[config.mk]
export PLATFORM = sky130hd
export DESIGN_NAME = piso
export DESIGN_NICKNAME = d
export VERILOG_FILES = /design/src/rtl/piso.sv
export SDC_FILE = /design/constraint.sdc
export NUM_CORES = 1
export LEC_CHECK = 0
export BUFFER_PORTS_ARGS = -buffer_cell sky130_fd_sc_hd__buf_2
export CAP_MARGIN = 20
export CORE_ASPECT_RATIO = 2
export CORE_UTILIZATION = 50
export DETAILED_ROUTE_END_ITERATION = 10
export PLACE_DENSITY = 0.7
export SLEW_MARGIN = 20
export SYNTH_ARGS = -nofsm -noshare
export SYNTH_HDL_FRONTEND = slang
export SYNTH_SLANG_ARGS = --single-unit
[constraint.sdc]
create_clock -name clk -period 2.3 [get_ports clk]
set_clock_uncertainty 0.2 [all_clocks]
set_input_delay 0.46 -clock clk [delete_from_list [all_inputs] [get_ports clk]]
set_output_delay 0.46 -clock clk [all_outputs]
set_load 0.01 [all_outputs]
[src/rtl/piso.sv]
// piso: parallel-in serial-out width converter.
// A wide word accepted on the input handshake is emitted as NUM_SHIFTS narrow
// slices, least-significant slice first. A one-word pending buffer lets the
// next word be accepted while the current one drains, so consecutive words
// stream without a bubble.
// Optional feature macro: PISO_LAST_EN adds out_last (final slice marker) and
// in_flush (discard everything and return to idle).
//
// state   | meaning
// --------+-----------------------------------------------------------
// S_IDLE  | shifter empty, out_valid low
// S_SHIFT | shifter holds a word, out_valid high, data_out = low slice
module piso #(
    parameter int DATA_IN_WIDTH  = 64,
    parameter int DATA_OUT_WIDTH = 16
) (
    input  logic                      clk,
    input  logic                      reset,
    input  logic                      in_valid,
    output logic                      in_ready,
    input  logic [DATA_IN_WIDTH-1:0]  data_in,
    output logic                      out_valid,
    input  logic                      out_ready,
    output logic [DATA_OUT_WIDTH-1:0] data_out,
    output logic                      busy
`ifdef PISO_LAST_EN
    ,
    input  logic                      in_flush,
    output logic                      out_last
`endif
);

    localparam int NUM_SHIFTS = DATA_IN_WIDTH / DATA_OUT_WIDTH;
    localparam int CNT_W      = $clog2(NUM_SHIFTS) + 1;
    localparam logic [CNT_W-1:0] CNT_FULL = CNT_W'(NUM_SHIFTS);
    localparam logic [CNT_W-1:0] CNT_ONE  = CNT_W'(1);

    if (DATA_IN_WIDTH % DATA_OUT_WIDTH != 0) begin : g_width_check
        $error("piso: DATA_IN_WIDTH must be a multiple of DATA_OUT_WIDTH");
    end

    typedef enum logic {
        S_IDLE  = 1'b0,
        S_SHIFT = 1'b1
    } state_t;

    state_t                     r_state;
    logic [DATA_IN_WIDTH-1:0]   r_shift;
    logic [DATA_IN_WIDTH-1:0]   r_pend;
    logic                       r_pend_v;
    logic [CNT_W-1:0]           r_cnt;

    logic w_accept;
    logic w_beat;
    logic w_last_beat;
    logic w_flush;

    // in_ready depends only on registered state, so there is no path from out_ready
    assign in_ready    = !r_pend_v;
    assign w_accept    = in_valid && !r_pend_v;
    assign w_beat      = (r_state == S_SHIFT) && out_ready;
    assign w_last_beat = w_beat && (r_cnt == CNT_ONE);

    assign out_valid = (r_state == S_SHIFT);
    assign data_out  = r_shift[DATA_OUT_WIDTH-1:0];
    assign busy      = (r_state == S_SHIFT) || r_pend_v;

`ifdef PISO_LAST_EN
    assign w_flush  = in_flush;
    assign out_last = (r_state == S_SHIFT) && (r_cnt == CNT_ONE);
`else
    assign w_flush  = 1'b0;
`endif

    // Shifter / pending-buffer FSM; a flush or reset drops every partial word
    always_ff @(posedge clk or negedge reset) begin
        if (!reset) begin
            r_state  <= S_IDLE;
            r_shift  <= '0;
            r_pend   <= '0;
            r_pend_v <= 1'b0;
            r_cnt    <= '0;
        end else if (w_flush) begin
            r_state  <= S_IDLE;
            r_shift  <= '0;
            r_pend   <= '0;
            r_pend_v <= 1'b0;
            r_cnt    <= '0;
        end else begin
            case (r_state)
                S_IDLE: begin
                    if (w_accept) begin
                        r_shift <= data_in;
                        r_cnt   <= CNT_FULL;
                        r_state <= S_SHIFT;
                    end
                end
                S_SHIFT: begin
                    if (w_last_beat) begin
                        if (r_pend_v) begin
                            r_shift  <= r_pend;
                            r_pend   <= '0;
                            r_pend_v <= 1'b0;
                            r_cnt    <= CNT_FULL;
                        end else if (w_accept) begin
                            // pending buffer is empty: bypass it straight into the shifter
                            r_shift <= data_in;
                            r_cnt   <= CNT_FULL;
                        end else begin
                            r_shift <= '0;
                            r_cnt   <= '0;
                            r_state <= S_IDLE;
                        end
                    end else begin
                        if (w_beat) begin
                            r_shift <= r_shift >> DATA_OUT_WIDTH;
                            r_cnt   <= r_cnt - CNT_ONE;
                        end
                        if (w_accept) begin
                            r_pend   <= data_in;
                            r_pend_v <= 1'b1;
                        end
                    end
                end
                default: r_state <= S_IDLE;
            endcase
        end
    end

endmodule

==> run summary <==
TritonCTS Buffers: 17
Count of different cell masters after synthesis: 32
Synth warn: 0
Status: completed
Number of global-route vias before repair: 7370
Crit path DAT: 2.34 ns
Ports: 87
Initial core utilization: 0.5081
VDD IR max: 0.001062 V
Hpwl dp: 14250 µm
Power per cell area: 1392 nW/µm²
Rel. slew slack: 0.5854
Clock Latency Late Sink: 0.42 ns
Post-synthesis register bit count: 133
Final hold vios: 0
Post-route cell area: 8853 µm²
CTS tree: done
Vias per Instance: 6.522
RePlAce Congestion: 0.7881
Worst Path Required: 2.45 ns
Actual slew at the worst max-slew pin: 0.6219 ns
Final Max Slew Viols: 0
Avg WL per Cell: 21.61 µm
Comb pwr share: 0.442
Max Buffers Root-to-Sink: 2
Area leader, netlist: dfrtp_1
Die area: 15990 µm²
Final Cycle Share: 0.9511
Core ar.: 15210 µm²
Worst hold path type: input pin to flip-flop
Sw frac: 0.3905
Non-filler cells, final: 1079
Fmax: 0.4571 GHz
Fin util: 0.5819
Setup TNS Final: 0 ns
Diodes inserted: 0
Die H: 177.9 µm
Leakage: 3.844 nW
# port buffers: 86
First-pass GRT wire length: 37710 µm
Htree depth: 4
Inst Count DP: 1046
CP Class: flip-flop to flip-flop
P&R area growth vs syn: 14.52%
CTS Sinks: 133
DR pass1 iterations: 5
Max Fanout on Critical Path: 66
Mapped Area: 7731 µm²
CTS clk-pin slew, worst paths: 0.06 ns
Worst setup SP type: flip-flop
Clock share of power: 0.219
Top post-synthesis cells by area: dfrtp_1, o32a_1, o21ai_0
Total grt overflow: 0
Die W: 89.93 µm
Mapped Nets: 916
# DRC: 0
Wirelength, routed: 23320 µm
Internal power: 7.509 mW
Layout fillers: 1365
Nets: 938
Worst setup EP type: flip-flop
Starting DRT DRC Count: 693
Root Driver: clkbuf_16
Syn Inst Count: 846
DR vias: 7037
Max Cap Viol: 0
Post-synth top area share: 0.4305
Row cnt: 64
Hold_ws: 0.1913 ns
Post-layout min period: 2.187 ns
Dpl cell area: 8249 µm²
Gr usage total: 0.2997
RSZ-0062 raised after global routing: no
Initial antenna violation count: 0
Avg Cell Area, Syn: 9.138 µm²
Antenna Nets Post-Route: 0
Final setup viols: 0
Switch Pwr: 4.811 mW
Largest net degree at the start of global routing: 152
Sequential share of the synthesized area: 0.4305
Share of power burned in registers: 0.338
Layout cells sized above 1: 0.1737
[per-stage QoR]
stage / total power [mW] / worst slack, ns
after floorplan: 8.056 / 0.3397
after global placement: 9.236 / 0.2373
after detailed placement: 9.549 / 0.1965
after CTS: 12.30 / 0.06735
after global routing: 13.12 / 0.04065
final: 12.32 / 0.1125
[layer usage]
metal,GRT usage,share of wire
met4,0.1949,0.057
met3,0.04884,0.054
met5,0,0
met2,0.5240,0.52
met1,0.3369,0.37
[worst max-delay path, stage by stage (launching register included)]
cell and delay [ns]:
dfrtp_4 0.59, or3b_4 0.44, buf_12 0.23, nand2_2 0.14, buf_12 0.26, o32a_1 0.21
[logic make-up (layout without fill, tap and decap cells)]
kind of cell,Yosys count,after routing,share of synthesized area
AO/OA/AOI/OAI,375,375,0.3614
adder cells (fa/ha/maj),2,2,0.003236
AND/OR/NAND/NOR,156,156,0.1029
buffers and inverters,179,214,0.1007
flip-flops,133,133,0.4305
multiplexers,1,1,0.001295
[synth_stat cells, drive strengths merged]
cell	number
dfrtp	133
buf	31
o21ai	82
o22ai	1
nor2	1
o221ai	1
a21boi	1
nand2b	2
o2bb2ai	1
o21a	48
or2	1
nand2	83
and3b	1
nand3b	16
or3b	1
o211a	1
nand4	1
a21o	16
nand4b	1
a2bb2oi	16
and3	48
mux2i	1
o32a	112
a21oi	48
and2	1
clkbuf	80
a211oi	48
ha	2
inv	68
[state kept, by name (all words and copies together) (netlist names)]
register,count
r_pend_v,1
out_valid,1
r_cnt,3
r_shift,64
r_pend,64
[area by class of cell]
| cell class | count | area, µm² | area share |
|---|---|---|---|
| Clock buffer | 20 | 456.7 | 0.05158 |
| Clock inverter | 12 | 130.1 | 0.01470 |
| Inverter | 68 | 255.2 | 0.02883 |
| Multi-Input combinational cell | 534 | 3646 | 0.4118 |
| Sequential cell | 133 | 3336 | 0.3768 |
| Tap cell | 198 | 247.7 | 0.02798 |
| Timing Repair Buffer | 114 | 782.0 | 0.08833 |
[path summary, 6_finish.rpt]
path / from / endpoint / slack [ns] / depth (start not counted)
hold / removal: data_in[55] / r_shift[55] / 0.19 / 3
setup reg to reg: out_valid / r_shift[44] / 0.11 / 5
hold reg to reg: r_shift[34] / r_shift[34] / 0.29 / 1
min in group asynchronous: reset / r_pend[3] / 0.40 / 2
max in group asynchronous: reset / r_shift[13] / 0.85 / 3
setup / recovery: out_valid / r_shift[44] / 0.11 / 5
[power groups by stage]
| stage | registers [mW] | clock network [mW] | logic [mW] |
|---|---|---|---|
| floorplan | 3.88 | 0 | 4.18 |
| global placement | 4.12 | 0 | 5.12 |
| detailed placement | 4.16 | 0 | 5.39 |
| CTS | 4.16 | 2.75 | 5.39 |
| global route | 4.28 | 2.84 | 6.00 |
| finish | 4.17 | 2.70 | 5.45 |
[what timing repair did]
action,in CTS,in global routing
gates resized for setup,1,0
pin swaps,0,0
hold buffers,1,0
endpoints found under the hold margin,53,0
endpoints found under the setup margin,2,7
buffers inserted,0,1
[cell usage in the layout (no fill, tap or decap), types with 2 or more instances in the layout]
cell type   count
ha_1            2
nand2_2         2
o21a_1         48
dfrtp_1       131
clkbuf_8        2
a211oi_1       48
a21oi_1        48
buf_12         10
o21ai_0        82
clkinvlp_4      5
clkbuf_16      17
buf_2          85
and3_1         48
clkinv_2        3
nand3b_1       16
clkinv_4        2
buf_4          15
dfrtp_4         2
nand2_1        81
buf_6           3
a21o_1         16
o32a_1        112
bufinv_16       2
a2bb2oi_1      16
inv_1          68
(Power assumes the default switching activity.)
